### config.mk
export PLATFORM = sky130hd
export DESIGN_NAME = rps_round_ctrl
export DESIGN_NICKNAME = d
export VERILOG_FILES = /design/src/rtl/rps_round_ctrl.sv
export SDC_FILE = /design/constraint.sdc
export NUM_CORES = 1
export LEC_CHECK = 0
export ABC_CLOCK_PERIOD_IN_PS = 3020
export CORE_MARGIN = 2
export CORE_UTILIZATION = 56
export DETAILED_ROUTE_END_ITERATION = 10
export GPL_TIMING_DRIVEN = 0
export PLACE_DENSITY_LB_ADDON = 0.12
export SLEW_MARGIN = 40
export SYNTH_ARGS = -nofsm -noshare
export SYNTH_HDL_FRONTEND = slang
export SYNTH_SLANG_ARGS = --single-unit
### constraint.sdc
create_clock -name Clk -period 3.02 [get_ports Clk]
set_input_delay 0.755 -clock Clk [delete_from_list [all_inputs] [get_ports Clk]]
set_output_delay 0.755 -clock Clk [all_outputs]
set_load 0.005 [all_outputs]
### src/rtl/rps_round_ctrl.sv
// rps_round_ctrl
// Round sequencer for rock-paper-scissors. It takes the player's move, draws a
// CPU move from the 2-bit random source (re-drawing while the source shows the
// unusable code 11), judges the round, and updates both scores. It then holds
// the result for a fixed reveal period. The match ends once either score
// reaches WIN_TARGET.
//
// Ports
//   Clk, Reset      : rising-edge clock, synchronous active-high reset
//   Start           : begins a match from INI, or a new match from DONE
//   Player_Valid    : qualifies Player_Move for one cycle
//   Player_Move[1:0]: 00 rock, 01 paper, 10 scissors, 11 invalid
//   Rnd[1:0]        : random source, same encoding, 11 unusable
//   Player_Latched  : player move of the current round
//   Cpu_Move        : CPU move of the current round
//   Result[1:0]     : 00 none, 01 player wins, 10 CPU wins, 11 tie
//   Player_Score    : player round wins this match
//   Cpu_Score       : CPU round wins this match
//   Match_Over      : high in DONE
//   Match_Winner    : 0 player, 1 CPU (meaningful while Match_Over)
//   q_*             : one-hot state flags, exposed for debug and checkers
//
// Handshake: Player_Valid has no ready partner. A move is consumed on the
// rising edge where the block is in WAIT, Player_Valid=1 and
// Player_Move!=11. It is dropped silently in every other case, so the
// upstream debouncer simply pulses and the move either lands or is ignored.
module rps_round_ctrl #(
  parameter int WIN_TARGET    = 3,
  parameter int REVEAL_CYCLES = 25_000_000
) (
  input  logic       Clk,
  input  logic       Reset,
  input  logic       Start,
  input  logic       Player_Valid,
  input  logic [1:0] Player_Move,
  input  logic [1:0] Rnd,
  output logic [1:0] Player_Latched,
  output logic [1:0] Cpu_Move,
  output logic [1:0] Result,
  output logic [3:0] Player_Score,
  output logic [3:0] Cpu_Score,
  output logic       Match_Over,
  output logic       Match_Winner,
  output logic       q_Ini,
  output logic       q_Wait,
  output logic       q_Draw,
  output logic       q_Judge,
  output logic       q_Reveal,
  output logic       q_Done
);

  localparam int CW = $clog2(REVEAL_CYCLES) + 1;
  localparam logic [3:0]    TARGET    = 4'(WIN_TARGET);
  localparam logic [CW-1:0] CNT_START = CW'(REVEAL_CYCLES - 1);

  typedef enum logic [5:0] {
    S_INI    = 6'b000001,
    S_WAIT   = 6'b000010,
    S_DRAW   = 6'b000100,
    S_JUDGE  = 6'b001000,
    S_REVEAL = 6'b010000,
    S_DONE   = 6'b100000
  } state_t;

  state_t        state_q, state_d;
  logic [1:0]    pl_q, pl_d;
  logic [1:0]    cm_q, cm_d;
  logic [1:0]    res_q, res_d;
  logic [3:0]    ps_q, ps_d;
  logic [3:0]    cs_q, cs_d;
  logic [CW-1:0] cnt_q, cnt_d;
  logic [1:0]    cm_plus1;

  // The move that beats the CPU move, i.e. (player - cpu) mod 3 == 1.
  assign cm_plus1 = (cm_q == 2'd2) ? 2'd0 : cm_q + 2'd1;

  always_ff @(posedge Clk) begin
    if (Reset) begin
      state_q <= S_INI;
      pl_q    <= '0;
      cm_q    <= '0;
      res_q   <= '0;
      ps_q    <= '0;
      cs_q    <= '0;
      cnt_q   <= '0;
    end else begin
      state_q <= state_d;
      pl_q    <= pl_d;
      cm_q    <= cm_d;
      res_q   <= res_d;
      ps_q    <= ps_d;
      cs_q    <= cs_d;
      cnt_q   <= cnt_d;
    end
  end

  always_comb begin
    state_d = state_q;
    pl_d    = pl_q;
    cm_d    = cm_q;
    res_d   = res_q;
    ps_d    = ps_q;
    cs_d    = cs_q;
    cnt_d   = cnt_q;
    case (state_q)
      S_INI: begin
        if (Start) state_d = S_WAIT;
      end
      S_WAIT: begin
        if (Player_Valid && (Player_Move != 2'b11)) begin
          pl_d    = Player_Move;
          state_d = S_DRAW;
        end
      end
      S_DRAW: begin
        // Code 11 is unusable: stay and take the next sample.
        if (Rnd != 2'b11) begin
          cm_d    = Rnd;
          state_d = S_JUDGE;
        end
      end
      S_JUDGE: begin
        if (pl_q == cm_q) begin
          res_d = 2'b11;
        end else if (pl_q == cm_plus1) begin
          res_d = 2'b01;
          if (ps_q != TARGET) ps_d = ps_q + 4'd1;
        end else begin
          res_d = 2'b10;
          if (cs_q != TARGET) cs_d = cs_q + 4'd1;
        end
        cnt_d   = CNT_START;
        state_d = S_REVEAL;
      end
      S_REVEAL: begin
        if (cnt_q == '0) begin
          if ((ps_q == TARGET) || (cs_q == TARGET)) state_d = S_DONE;
          else                                      state_d = S_WAIT;
        end else begin
          cnt_d = cnt_q - 1'b1;
        end
      end
      S_DONE: begin
        if (Start) begin
          pl_d    = '0;
          cm_d    = '0;
          res_d   = '0;
          ps_d    = '0;
          cs_d    = '0;
          state_d = S_WAIT;
        end
      end
      default: state_d = S_INI;
    endcase
  end

  assign Player_Latched = pl_q;
  assign Cpu_Move       = cm_q;
  assign Result         = res_q;
  assign Player_Score   = ps_q;
  assign Cpu_Score      = cs_q;
  assign q_Ini          = state_q[0];
  assign q_Wait         = state_q[1];
  assign q_Draw         = state_q[2];
  assign q_Judge        = state_q[3];
  assign q_Reveal       = state_q[4];
  assign q_Done         = state_q[5];
  assign Match_Over     = q_Done;
  // Only one score moves per round, so reaching the target identifies the winner.
  assign Match_Winner   = q_Done && (cs_q == TARGET);

endmodule
Yosys cells after proc, flatten, opt, wreduce, memory -nomap -nowiden:

Cells that the tools add are included.
Widths: inputs -> output; s select.

* add/subtract/negate cells: 4
* equal/unequal tests: 26
* mux-type cells: 26
* reductions and logical operators: 16

Operator list (count)
* $pmux 26 s2: 1
* $mux 6: 5
* $pmux 6 s5: 1
* $mux 4: 7
* $logic_not 26->1: 1
* $mux 26: 1
* $sub 26x1->26 const B: 1
* $ne 2x2->1 const B: 12
* $pmux 4 s2: 2
* $mux 2: 6
* $pmux 2 s2: 3
* $reduce_and 5->1: 2
* $add 4x1->4 const B: 2
* $eq 4x2->1 const B: 2
* $ne 4x2->1 const B: 2
* $reduce_bool 2->1: 4
* $eq 6x1->1 const B: 1
* $eq 6x2->1 const B: 1
* $eq 6x3->1 const B: 1
* $eq 6x4->1 const B: 1
* $eq 6x5->1 const B: 1
* $eq 6x6->1 const B: 1
* $reduce_and 3->1: 2
* $eq 2x2->1: 2
* other kinds (8): 10

* flip-flop bits (word level): 46
* bits of input ports: 8
* output and inout port bits: 22
* logic and storage cells: 79

Longest topological paths before layout:

Gate-level depths: netlist of run 1.

* depth in word-level cells: 6
* mapped depth: 9
* gate-level depth less buffers: 7

Worst setup path after synthesis of run 1:

No wires, ideal clock.

* path type: reg2reg
* from: reg cnt_q[0]
* to: reg cnt_q[17]
* setup time: 121 ps
* data arrival time: 2081 ps
* slack: 818 ps
* stages on the path, launching flop included: 9
* path buffers: 1
* period minus slack after synthesis: 2202 ps
* cells stage by stage: dfxtp_1 -> inv_1 -> ha_1 -> or4b_1 -> nor4_4 -> and2_1 -> buf_6 -> or3_1 -> mux2_2

* cells in the longest elaborated chain, start to end: 3
* elaborated cells on any way between the ends: 6

Ends and longest elaborated chain
* start: declaration: line 71 `logic [CW-1:0] cnt_q, cnt_d;`
* start signal: assignment: line 93 `cnt_q <= cnt_d;`
* $sub 26x1->26 / $logic_not 26->1 (equally long branches): line 140, 136
* $mux 26 / $ne 2x2->1 (equally long branches)
* $pmux 26 s2 / $reduce_and 2->1 (equally long branches)

Several ways; a longest one is shown, not always the timed one. The select of a mux whose other input is x is not followed.
A chain may end at the register's enable or synchronous reset.

Worst setup path after layout of run 1:

* from: reg cs_q[0], in the netlist Cpu_Score[0]
* to: out Match_Winner

* cells in the longest elaborated chain, start to end: 2

Ends and longest elaborated chain
* start: declaration: line 70 `logic [3:0] cs_q, cs_d;`
* start signal: assignment: line 92 `cs_q <= cs_d;`
* $eq 4x2->1: line 170 `assign Match_Winner = q_Done && (cs_q == TARGET);`
* $logic_and 1x1->1: line 170
* end: declaration: line 43 `output logic Match_Winner,`

No other way between the ends.

==> results of run 1 <==
cell type report:
type                    count  area, um2  area share, %
clock inverters             1       5.00          0.166
flip-flops and latches     46        921           30.5
inverters                   8       30.0          0.996
well taps                  52       65.1           2.16
repair buffers             29        290           9.63
multi-input cells         231       1510           50.1
clock buffers               7       86.3           2.86
plain buffers              18        106           3.53
cells by family (layout without fill, tap and decap cells):
logic type,after synthesis,count (layout)
AND/OR/NAND/NOR,146,146
AO/OA/AOI/OAI,70,70
flip-flops,46,46
XOR/XNOR,8,8
multiplexers,4,4
adder cells (fa/ha/maj),3,3
buffers and inverters,26,63
cells in the mapped netlist, types with 2 or more instances:
cell / count / share of area (%)
sky130_fd_sc_hd__dfxtp_1: 46 / 36
sky130_fd_sc_hd__a31oi_1: 3 / 0.73
sky130_fd_sc_hd__inv_1: 8 / 1.2
sky130_fd_sc_hd__nand2b_1: 3 / 0.73
sky130_fd_sc_hd__a21oi_1: 22 / 4.3
sky130_fd_sc_hd__nand4_1: 5 / 1.2
sky130_fd_sc_hd__buf_2: 3 / 0.59
sky130_fd_sc_hd__nand3_1: 7 / 1.4
sky130_fd_sc_hd__a22oi_1: 2 / 0.59
sky130_fd_sc_hd__nor4_1: 8 / 2.0
sky130_fd_sc_hd__nor2_1: 28 / 4.1
sky130_fd_sc_hd__a2111oi_0: 2 / 0.68
sky130_fd_sc_hd__a311oi_1: 3 / 1.0
sky130_fd_sc_hd__or2_2: 3 / 0.73
sky130_fd_sc_hd__buf_6: 2 / 0.88
sky130_fd_sc_hd__mux2i_1: 2 / 0.78
sky130_fd_sc_hd__or4b_1: 2 / 0.78
sky130_fd_sc_hd__xnor2_1: 7 / 2.4
sky130_fd_sc_hd__nand3b_1: 5 / 1.5
sky130_fd_sc_hd__or3_1: 10 / 2.4
sky130_fd_sc_hd__o21ai_0: 4 / 0.78
sky130_fd_sc_hd__a211oi_1: 12 / 3.5
sky130_fd_sc_hd__a211o_1: 2 / 0.68
sky130_fd_sc_hd__o211ai_1: 2 / 0.59
sky130_fd_sc_hd__nand2_1: 14 / 2.0
sky130_fd_sc_hd__and2_1: 3 / 0.73
sky130_fd_sc_hd__ha_1: 3 / 1.5
sky130_fd_sc_hd__and3_1: 5 / 1.2
sky130_fd_sc_hd__clkbuf_1: 10 / 1.5
sky130_fd_sc_hd__o31ai_1: 11 / 3.2
sky130_fd_sc_hd__nor3_1: 23 / 4.5
sky130_fd_sc_hd__or4_1: 6 / 1.8
sky130_fd_sc_hd__and4_1: 7 / 2.4
sky130_fd_sc_hd__nor4b_1: 4 / 1.4
sky130_fd_sc_hd__nor3b_1: 3 / 0.88
tightest hold or removal path, stage by stage (launching register included):
cell and delay, ns:
sky130_fd_sc_hd__dfxtp_1 0.32, sky130_fd_sc_hd__nand3b_1 0.08, sky130_fd_sc_hd__a21oi_1 0.06
per-stage QoR:
stage | utilization, % | total power [mW] | worst slack (ns) | hold WS (ns)
2_1_floorplan | - | 0.756 | 0.818 | 0.464
3_3_place_gp | 66.6 | 0.818 | 0.421 | 0.479
3_5_place_dp | 66.6 | 0.820 | 0.435 | 0.477
4_1_cts | 68.7 | 1.22 | 0.0694 | 0.495
5_1_grt | 68.8 | 1.26 | 0.183 | 0.517
6_report | 68.8 | 1.21 | 0.268 | 0.497
sequential cells by signal, summed over array words and instances (netlist names):
signal          cells
Player_Latched      2
Cpu_Score           4
Cpu_Move            2
Player_Score        4
cnt_q              26
state_q             6
Result              2
metal layers:
metal  GRT usage, %  vias up
li1               -     1230
met1           34.7     1179
met2           43.7       78
met3           5.34       16
met4           9.43        0
met5              0        -
what timing repair did:
action | 4_1_cts | 5_1_grt
setup endpoints to repair | 0 | 1
gates resized for setup | 0 | 1
hold buffers | 0 | 0
final timing paths:
path	slack [ns]	end	start
worst max-delay path	0.27	Match_Winner	Cpu_Score[0]
worst min-delay path	0.50	Result[1]	Result[1]
worst max register to register	0.45	Cpu_Score[0]	state_q[5]
worst min register to register	0.50	Result[1]	Result[1]
power by group:
part           internal (mW)  total, mW  switching, mW
combinational         0.0824      0.162         0.0796
clock                  0.185      0.402          0.217
sequential             0.622      0.650         0.0282
total                  0.889       1.21          0.325
==> out/results.txt, run 1 <==
In the routed layout, each cell is associated on average with a via count of 6.39. The largest individual stage delay along the critical path comes from the cell sky130_fd_sc_hd__clkdlybuf4s50_1. Across the run, the number of max-cap violations was 0. For this run, the slowest stage of the critical path takes 0.50 ns.

Via total after detailed routing: 2,503. The xor/xnor share of the synthesized area was 2.73%. Leading cell type in the layout, fill and taps excluded: sky130_fd_sc_hd__dfxtp_1. Walking the worst path, the cells encountered are ha_1 > inv_1 > nor3_2 > and2_1 > clkdlybuf4s50_1. For the placed cell count, the log shows 384.

The height of the die works out to 71.7 um. The worst setup path is launched from a flop. The run gives 54.8% as the tightest slew margin relative to the limit. The full die area came out at 5140 um2. Together, buffers and inverters on the worst path number 2. The worst hold path was traced through 2 stages. In this run the cell area of the synthesized design comes to 2560 um2. The die width was 71.7 um. For the pin with the worst max-slew slack, the measured transition is 0.672 ns.

Entering global routing, the biggest net connects 14 pins. Of the total synthesized cell area, the portion taken by AND, OR, NAND and NOR gates is 34.2%. After clock tree synthesis, the clock-pin slew on the worst setup and hold paths is 0.08 ns.

The final setup TNS was 0 ns. For this configuration, the core starts out at a cell density of 58.5%. Clock latency on the worst-skew pair, taken at its later pin, is 0.31 ns.

The HPWL after detailed placement is 4.63 mm. The post-route DRC violation count was 0; the signal arrival time at the worst endpoint was 2.00 ns. Of all nets on the critical path, the largest fanout is 6. The run gives 10.8 mm as the wire length of the first global-routing pass. The floorplan step defined a core boundary enclosing 4380 um2.

The per-instance average area after synthesis was 8.46 um2; the setup skew after layout was 0.00881 ns. Based on the critical path, the design can be clocked at up to 363 MHz. The final number of max-transition violations was 0; the final number of setup-violating endpoints was 0. Number of global-route vias before repair: 2,253. The main combinational cell family by area after synthesis is simple AND/OR/NAND/NOR gates.

Fill cells in the final layout number 369. The instance area at placement is 2920 um2. Type of the worst setup path: reg -> out. STA classifies the critical path endpoint as an output pin. Post-route clock period utilization: 91.1%.

The tools report the number of instances in the synthesized netlist as 303. The cell type group with the largest total delay on the critical path is buffers and inverters. After detailed routing, no signal wire sits above met4.

The run finished with clean final reports. The final non-filler cell total was 392; the critical path depth in cells was 5. The path class of the tightest hold or removal check is reg -> reg. For the count of H-tree levels built during CTS, the log shows 2.

Setup repair after global routing left no endpoint under its margin. Measured in cells, the most critical reg-to-reg path has a length of 7. The run gives 0.000247 V as the highest ir drop seen on vdd. The logs give 0 for the number of setup buffers added after CTS and 5 for the number of buffers added by the clock tree synthesis step.

The congestion estimate from routability-driven global placement came to 0.886. Leaving out fill and tap cells, the most frequent cells in the layout are 46 x sky130_fd_sc_hd__dfxtp_1, 29 x sky130_fd_sc_hd__clkdlybuf4s50_1, 28 x sky130_fd_sc_hd__nor2_1. The yosys synthesis warning count is 0, and the number of core rows is 24.

The count of flip-flops with a built-in enable after synthesis works out to 0. The synthesized netlist devotes 18.7% of its cell area to compound gates. For the finished layout, the period the worst path requires is 2.75 ns.

For this block, the initial DRC count from the detailed router was 285. The master cell of the clock root buffer was sky130_fd_sc_hd__clkbuf_8. From synthesis to final layout, the design area changed by 17.6%. The share of flip-flops with an asynchronous set or reset after synthesis is 0%, and the multiplexer share of the synthesized area is 1.66%. The number of optimization iterations in the first detailed-route pass was 5; the post-synthesis adder-cell area fraction was 1.46%.

The number of buffers added on ports was 29. For the final-report hold violation count, the log shows 0. The number of nets handed over by synthesis was 314. Summing the sequential cell areas from Yosys gives 35.9% of the chip area. Synthesis inferred 46 register bits.

For this design the static power due to leakage is 1.08 nW. The logs give 0 for the number of antenna repair diodes and 350 for the final net count. The detailed router put a total of 3.02 mm of wire on met1. The met3 wire length came out at 330 um.

The detail route stage leaves a number of antenna-violating nets equal to 0. The main flop type after synthesis is sky130_fd_sc_hd__dfxtp_1. The number of placed I/O pins is 30, and the maximum root-to-sink buffer count is 2. In the detailed route, the total length drawn on met2 is 3.02 mm.

The proportion of layout cells with a drive suffix above 1 is 7.35%, and the average routed wire per standard cell is 16.6 um. The routed design has 6.51 mm of wire. The number of antenna violations at the first check in global routing came out at 0. TritonCTS built the clock tree. The logs give 26.6% for the overall global routing resource usage and 58 for the number of distinct standard cells referenced by the synthesized netlist. The clock sink total was 46; the overall overflow remaining after global route was 0. The data required time of the critical path is 2.26 ns, and the power density of the placed cells is 403 nW/um2.

Once layout is done, the placed cells without fillers occupy 3020 um2.
Note: power is estimated with default switching activity, not from simulation.
==> inputs of run 2 (changes only) <==
--- a/config.mk
+++ b/config.mk
@@ -6,6 +6,7 @@
 export NUM_CORES = 1
 export LEC_CHECK = 0
 export ABC_CLOCK_PERIOD_IN_PS = 3020
+export CAP_MARGIN = 20
 export CORE_MARGIN = 2
 export CORE_UTILIZATION = 56
 export DETAILED_ROUTE_END_ITERATION = 10
==> results of run 2 <==
Final layout, timing and power as in run 1 (identical DEF).
==> inputs of run 3 (changes only) <==
--- a/config.mk
+++ b/config.mk
@@ -9,6 +9,7 @@
 export CAP_MARGIN = 20
 export CORE_MARGIN = 2
 export CORE_UTILIZATION = 56
+export CTS_CLUSTER_DIAMETER = 60
 export DETAILED_ROUTE_END_ITERATION = 10
 export GPL_TIMING_DRIVEN = 0
 export PLACE_DENSITY_LB_ADDON = 0.12
==> results of run 3 <==
Final layout, timing and power as in run 1 (identical DEF).
